### config.mk
export PLATFORM = sky130hd
export DESIGN_NAME = fetch_queue
export DESIGN_NICKNAME = d
export VERILOG_FILES = /design/src/rtl/fetch_queue_pkg.sv /design/src/rtl/fetch_slot_ram.sv /design/src/rtl/fetch_queue.sv
export SDC_FILE = /design/constraint.sdc
export NUM_CORES = 1
export LEC_CHECK = 0
export ABC_AREA = 1
export CORE_ASPECT_RATIO = 1.25
export CORE_MARGIN = 5
export CORE_UTILIZATION = 40
export CTS_BUF_LIST = sky130_fd_sc_hd__clkbuf_16
export DETAILED_ROUTE_END_ITERATION = 16
export DONT_BUFFER_PORTS = 1
export MAX_ROUTING_LAYER = met4
export PLACE_DENSITY_LB_ADDON = 0.08
export SLEW_MARGIN = 30
export SYNTH_ARGS = -nofsm -noshare
export SYNTH_HDL_FRONTEND = slang
export SYNTH_SLANG_ARGS = --single-unit
### constraint.sdc
create_clock -name clk -period 4.54 [get_ports clk]
set_input_delay 0.908 -clock clk [delete_from_list [all_inputs] [get_ports clk]]
set_output_delay 0.908 -clock clk [all_outputs]
set_load 0.005 [all_outputs]
### src/rtl/fetch_queue_pkg.sv
// Shared types and constants for the instruction fetch queue.
package fetch_queue_pkg;

  localparam int unsigned XLEN = 32;

  localparam logic [XLEN-1:0] NOP = 32'h0000_0013;

  typedef struct packed {
    logic [XLEN-1:0] pc;
    logic [XLEN-1:0] instr;
    logic            filled;
  } fetch_slot_t;

endpackage

### src/rtl/fetch_slot_ram.sv
// Slot storage for the fetch queue: alloc writes pc, fill writes instr, head is read.
module fetch_slot_ram
  import fetch_queue_pkg::*;
#(
  parameter int unsigned DEPTH = 4,
  localparam int unsigned AW = $clog2(DEPTH)
) (
  input  logic              clk_i,
  input  logic              rst_ni,
  input  logic              clear_i,
  input  logic              alloc_we_i,
  input  logic [AW-1:0]     alloc_idx_i,
  input  logic [XLEN-1:0]   alloc_pc_i,
  input  logic              fill_we_i,
  input  logic [AW-1:0]     fill_idx_i,
  input  logic [XLEN-1:0]   fill_instr_i,
  input  logic              pop_i,
  input  logic [AW-1:0]     head_idx_i,
  output fetch_slot_t       head_o
);

  fetch_slot_t slots_q [DEPTH];
  fetch_slot_t slots_d [DEPTH];

  // Alloc, fill and pop never target the same slot in one cycle.
  always_comb begin
    slots_d = slots_q;
    if (clear_i) begin
      for (int i = 0; i < DEPTH; i++) begin
        slots_d[i] = '0;
      end
    end else begin
      if (alloc_we_i) begin
        slots_d[alloc_idx_i] = '{pc: alloc_pc_i, instr: NOP, filled: 1'b0};
      end
      if (fill_we_i) begin
        slots_d[fill_idx_i].instr  = fill_instr_i;
        slots_d[fill_idx_i].filled = 1'b1;
      end
      if (pop_i) begin
        slots_d[head_idx_i].filled = 1'b0;
      end
    end
  end

  always_ff @(posedge clk_i or negedge rst_ni) begin
    if (!rst_ni) begin
      for (int i = 0; i < DEPTH; i++) begin
        slots_q[i] <= '0;
      end
    end else begin
      slots_q <= slots_d;
    end
  end

  assign head_o = slots_q[head_idx_i];

endmodule

### src/rtl/fetch_queue.sv
// Fetch queue: issues imem reads at the PC, buffers responses in order, hands them to decode,
// and drops wrong-path responses after a redirect.
module fetch_queue #(
  parameter int unsigned DEPTH = 4,
  parameter int unsigned XLEN  = fetch_queue_pkg::XLEN
) (
  input  logic            clk,
  input  logic            reset_n,
  input  logic [XLEN-1:0] pc_in,
  input  logic            pcsrc_in,
  output logic            pc_write_en,
  output logic            imem_req_valid,
  output logic [XLEN-1:0] imem_req_addr,
  input  logic            imem_req_ready,
  input  logic            imem_rsp_valid,
  input  logic [XLEN-1:0] imem_rsp_data,
  output logic            id_valid,
  input  logic            id_ready,
  output logic [XLEN-1:0] id_instr,
  output logic [XLEN-1:0] id_pc,
  output logic [XLEN-1:0] id_pc_plus_4
);

  localparam int unsigned AW = $clog2(DEPTH);
  localparam int unsigned CW = $clog2(DEPTH + 1);
  localparam logic [CW-1:0] DepthC = CW'(DEPTH);

  logic [AW-1:0] alloc_ptr_q, alloc_ptr_d;
  logic [AW-1:0] fill_ptr_q, fill_ptr_d;
  logic [AW-1:0] head_ptr_q, head_ptr_d;
  logic [CW-1:0] occ_q, occ_d;
  logic [CW-1:0] drop_q, drop_d;
  // Correct-path requests still waiting for their response.
  logic [CW-1:0] pend_q, pend_d;

  logic fire, pop, fill_we, rsp_drop;
  fetch_queue_pkg::fetch_slot_t head;

  always_comb begin
    imem_req_valid = reset_n && (occ_q < DepthC) && !pcsrc_in;
    fire           = imem_req_valid && imem_req_ready;
    pc_write_en    = fire || (reset_n && pcsrc_in);
    id_valid       = head.filled;
    pop            = id_valid && id_ready && !pcsrc_in;
    rsp_drop       = imem_rsp_valid && (drop_q != '0);
    fill_we        = imem_rsp_valid && !rsp_drop && (pend_q != '0) && !pcsrc_in;
  end

  always_comb begin
    alloc_ptr_d = alloc_ptr_q;
    fill_ptr_d  = fill_ptr_q;
    head_ptr_d  = head_ptr_q;
    occ_d       = occ_q;
    drop_d      = drop_q;
    pend_d      = pend_q;
    if (pcsrc_in) begin
      alloc_ptr_d = '0;
      fill_ptr_d  = '0;
      head_ptr_d  = '0;
      occ_d       = '0;
      pend_d      = '0;
      // A response arriving now is one of the flushed requests.
      drop_d      = drop_q + pend_q - CW'(imem_rsp_valid);
    end else begin
      if (fire)    alloc_ptr_d = alloc_ptr_q + AW'(1);
      if (fill_we) fill_ptr_d  = fill_ptr_q + AW'(1);
      if (pop)     head_ptr_d  = head_ptr_q + AW'(1);
      occ_d  = occ_q + CW'(fire) - CW'(pop);
      pend_d = pend_q + CW'(fire) - CW'(fill_we);
      if (rsp_drop) drop_d = drop_q - CW'(1);
    end
  end

  always_ff @(posedge clk or negedge reset_n) begin
    if (!reset_n) begin
      alloc_ptr_q <= '0;
      fill_ptr_q  <= '0;
      head_ptr_q  <= '0;
      occ_q       <= '0;
      drop_q      <= '0;
      pend_q      <= '0;
    end else begin
      alloc_ptr_q <= alloc_ptr_d;
      fill_ptr_q  <= fill_ptr_d;
      head_ptr_q  <= head_ptr_d;
      occ_q       <= occ_d;
      drop_q      <= drop_d;
      pend_q      <= pend_d;
    end
  end

  fetch_slot_ram #(
    .DEPTH(DEPTH)
  ) u_slot_ram (
    .clk_i        (clk),
    .rst_ni       (reset_n),
    .clear_i      (pcsrc_in),
    .alloc_we_i   (fire),
    .alloc_idx_i  (alloc_ptr_q),
    .alloc_pc_i   (pc_in),
    .fill_we_i    (fill_we),
    .fill_idx_i   (fill_ptr_q),
    .fill_instr_i (imem_rsp_data),
    .pop_i        (pop),
    .head_idx_i   (head_ptr_q),
    .head_o       (head)
  );

  assign imem_req_addr = pc_in;
  assign id_instr      = head.instr;
  assign id_pc         = head.pc;
  assign id_pc_plus_4  = head.pc + XLEN'(4);

endmodule

==> flow_metrics.tcl <==
set metrics [dict create \
    status "finished clean" \
    setup_viol 0 \
    final_nets 1971 \
    vias_per_cell 5.409 \
    netlist_area_sq_mm 0.01490 \
    synth_top_cell_area_share_pct 46.18 \
    vdd_drop_max_uv 267.7 \
    synth-edff-count 0 \
    holdWs_ns 0.04671 \
    drc 0 \
    p_comb_share_pct 9.7 \
    layout-drive-gt1-share_pct 5.796 \
    die_area_sq_mm 0.04124 \
    start_kind "flip-flop" \
    grt_max_degree 277 \
    gp_congestion 0.9591 \
    cp_slowest_cell "buf_12" \
    root_buffer "clkbuf_16" \
    die_x_microns 182.6 \
    grt_usage_pct 22.74 \
    dp_hpwl_microns 28490 \
    coreArea_sq_mm 0.03707 \
    relSlewSlack_pct 42.31 \
    worstSetupPathType "reg -> out" \
    crit_chain "buf_12, nand2_1, nand3_1, nand2_1, inv_1, nand2_1, nor2_1, nand2_1, nor2_2, xor2_1" \
    grt_pass1_wl_microns 73410 \
    clockBufferDepth 3 \
    cts_buffers 31 \
    syn_nets 2078 \
    cts_tree "built" \
    min_period_over_period_pct 89.03 \
    path_max_fanout 135 \
    cts_sinks 275 \
    ys_seq_area_share_pct 46.18 \
    hold_path_class "in -> async" \
    maxCapViolCount 0 \
    ys_ff_latch 275 \
    leakagePower_nw 7.489 \
    async_reset_ff_share_pct 100.0 \
    fin_util_pct 42.61 \
    initialDrtViolationCount 822 \
    antenna_found_initial 2 \
    placed_area_sq_mm 0.01487 \
    ys_types 35 \
    clkTransAtPathRegs_ns 0.06 \
    area_growth_syn_to_layout_pct 5.986 \
    io_pins 201 \
    syn_area_per_cell_sq_um 7.515 \
    critPathMaxStageDelay_ns 0.49 \
    start_util_pct 40.21 \
    synthFlopType "dfrtp_1" \
    overflow 0 \
    p_total_mw 5.392 \
    wl_microns 46280 \
    synth_warnings 0 \
    crit_path_frequent_cell "nand2_1" \
    synth_common_cells "450 x nand2_1, 296 x nor2_1, 275 x dfrtp_1" \
    post-cts-setup-buffers 0 \
    p_per_area_mw_per_mm2 341.4 \
    ctsHoldBuffers 0 \
    crit_required_ns 3.63 \
    wl_per_cell_microns 19.40 \
    htreeDepth 1 \
    finalSetupTns_ns 0 \
    clkPwrFrac_pct 43.4 \
    dr.pass1.iters 5 \
    synth_area_leaders "dfrtp_1 46%, nand2_1 11%, nor2_1 7.5%" \
    clock_skew_ns 0.01282 \
    fin_crit_ns 4.042 \
    grt_pass1_vias 12700 \
    cts_resized 0 \
    synth_area_leader_cell "dfrtp_1" \
    portBuffers 0 \
    hold_violations 0 \
    final_cell_area_sq_mm 0.01580 \
    drv_slew 0 \
    internal_power_mw 3.987 \
    max_freq_mhz 247.4 \
    die_y_microns 225.8 \
    switching_share_pct 26.06 \
    insertion_delay_ns 0.56 \
    power.switching_mw 1.405 \
    antenna_left 0 \
    tightest_slew_ns 0.8654 \
    rsz0062_at_grt "false" \
    fillers 3930 \
    seq_power_share_pct 46.9 \
    vias 12900 \
    yosysMostFrequentCell "nand2_1" \
    endpoint_kind "output port" \
    std_cell_rows 79 \
    synth_cells 1983 \
    cp.arrival_ns 3.13 \
]
[per-stage QoR]
step / setup WS [ns] / std cells
after global routing: 0.2668 / 2385
final: 0.4982 / 2385
after detailed placement: 1.092 / 2329
after global placement: 1.087 / 2329
after CTS: 0.4840 / 2384
after floorplan: 1.709 / 1983
[kinds of logic (layout without fill, tap and decap cells)]
group	after synthesis	count (layout)	synth area share, %
flops	275	275	46.18
fa+ha+maj	25	25	2.250
xor+xnor	21	21	1.234
simple gates	965	965	26.66
buf+inv	281	196	8.849
other cells	0	1	0
compound gates	416	416	14.83
[power groups by stage]
stage | clock (mW) | combinational, mW | sequential (mW)
2_1_floorplan | 0 | 0.431 | 2.57
3_3_place_gp | 0 | 0.522 | 2.57
3_5_place_dp | 0 | 0.530 | 2.57
4_1_cts | 2.41 | 0.531 | 2.53
5_1_grt | 2.51 | 0.593 | 2.53
6_report | 2.34 | 0.523 | 2.53
[cells in the final DEF, fill, tap and decap left out, types with 4 or more instances in the layout]
| cell type | count |
|---|---|
| clkinv_2 | 6 |
| clkinv_1 | 7 |
| clkbuf_16 | 31 |
| o22ai_1 | 77 |
| nor2_4 | 4 |
| nand3_1 | 180 |
| a21oi_1 | 119 |
| nand2_1 | 447 |
| ha_1 | 22 |
| nor2_2 | 7 |
| buf_4 | 19 |
| o21ai_0 | 208 |
| dfrtp_1 | 273 |
| nand2_2 | 23 |
| inv_2 | 6 |
| nor2_1 | 296 |
| inv_1 | 120 |
| xor2_1 | 18 |
| a22oi_1 | 4 |
[critical path: cells and delay by family (launching register included)]
family	cells	cell delay [ns]
XOR/XNOR	1	0.24
flip-flops	1	0.44
AND/OR/NAND/NOR	7	1.14
buffers and inverters	2	0.69
[area by class of cell]
class / count / area, sq um / area share, %
diodes: 1 / 2.502 / 0.01584
clock buffers: 31 / 775.7 / 4.911
clock inverters: 24 / 148.9 / 0.9427
inverters: 119 / 455.4 / 2.883
multi-input cells: 1427 / 6715 / 42.51
flip-flops and latches: 275 / 6887 / 43.60
well taps: 486 / 608.1 / 3.850
repair buffers: 22 / 202.7 / 1.283
[sequential cells by signal (all words and copies together), names as in the netlist]
name and cells:
u_slot_ram.slots_q 260, fill_ptr_q 2, drop_q 3, head_ptr_q 2, alloc_ptr_q 2, occ_q 3
pend_q 3
[layer usage]
metal / GRT usage [%] / routed length [microns]
met5: - / 0
met4: 5.522 / 1044
met3: 4.608 / 3157
met2: 37.41 / 22180
met1: 29.03 / 19900
[path summary, 6_finish.rpt]
check | startpoint | endpoint | slack, ns | cells past startpoint
setup reg to reg | head_ptr_q[1]$_DFFE_PN0P_ | occ_q[2]$_DFF_PN0_ | 1.39 | 13
setup / recovery | head_ptr_q[0]$_DFFE_PN0P_ | id_pc_plus_4[11] | 0.50 | 10
max in group asynchronous | reset_n | u_slot_ram.slots_q[158]$_DFF_PN0_ | 3.77 | 0
min in group clk | pcsrc_in | pend_q[1]$_DFF_PN0_ | 0.42 | 1
hold / removal | reset_n | u_slot_ram.slots_q[79]$_DFF_PN0_ | 0.05 | 0
hold reg to reg | u_slot_ram.slots_q[200]$_DFF_PN0_ | u_slot_ram.slots_q[200]$_DFF_PN0_ | 0.51 | 2
Power figures use the tool's default switching activity.
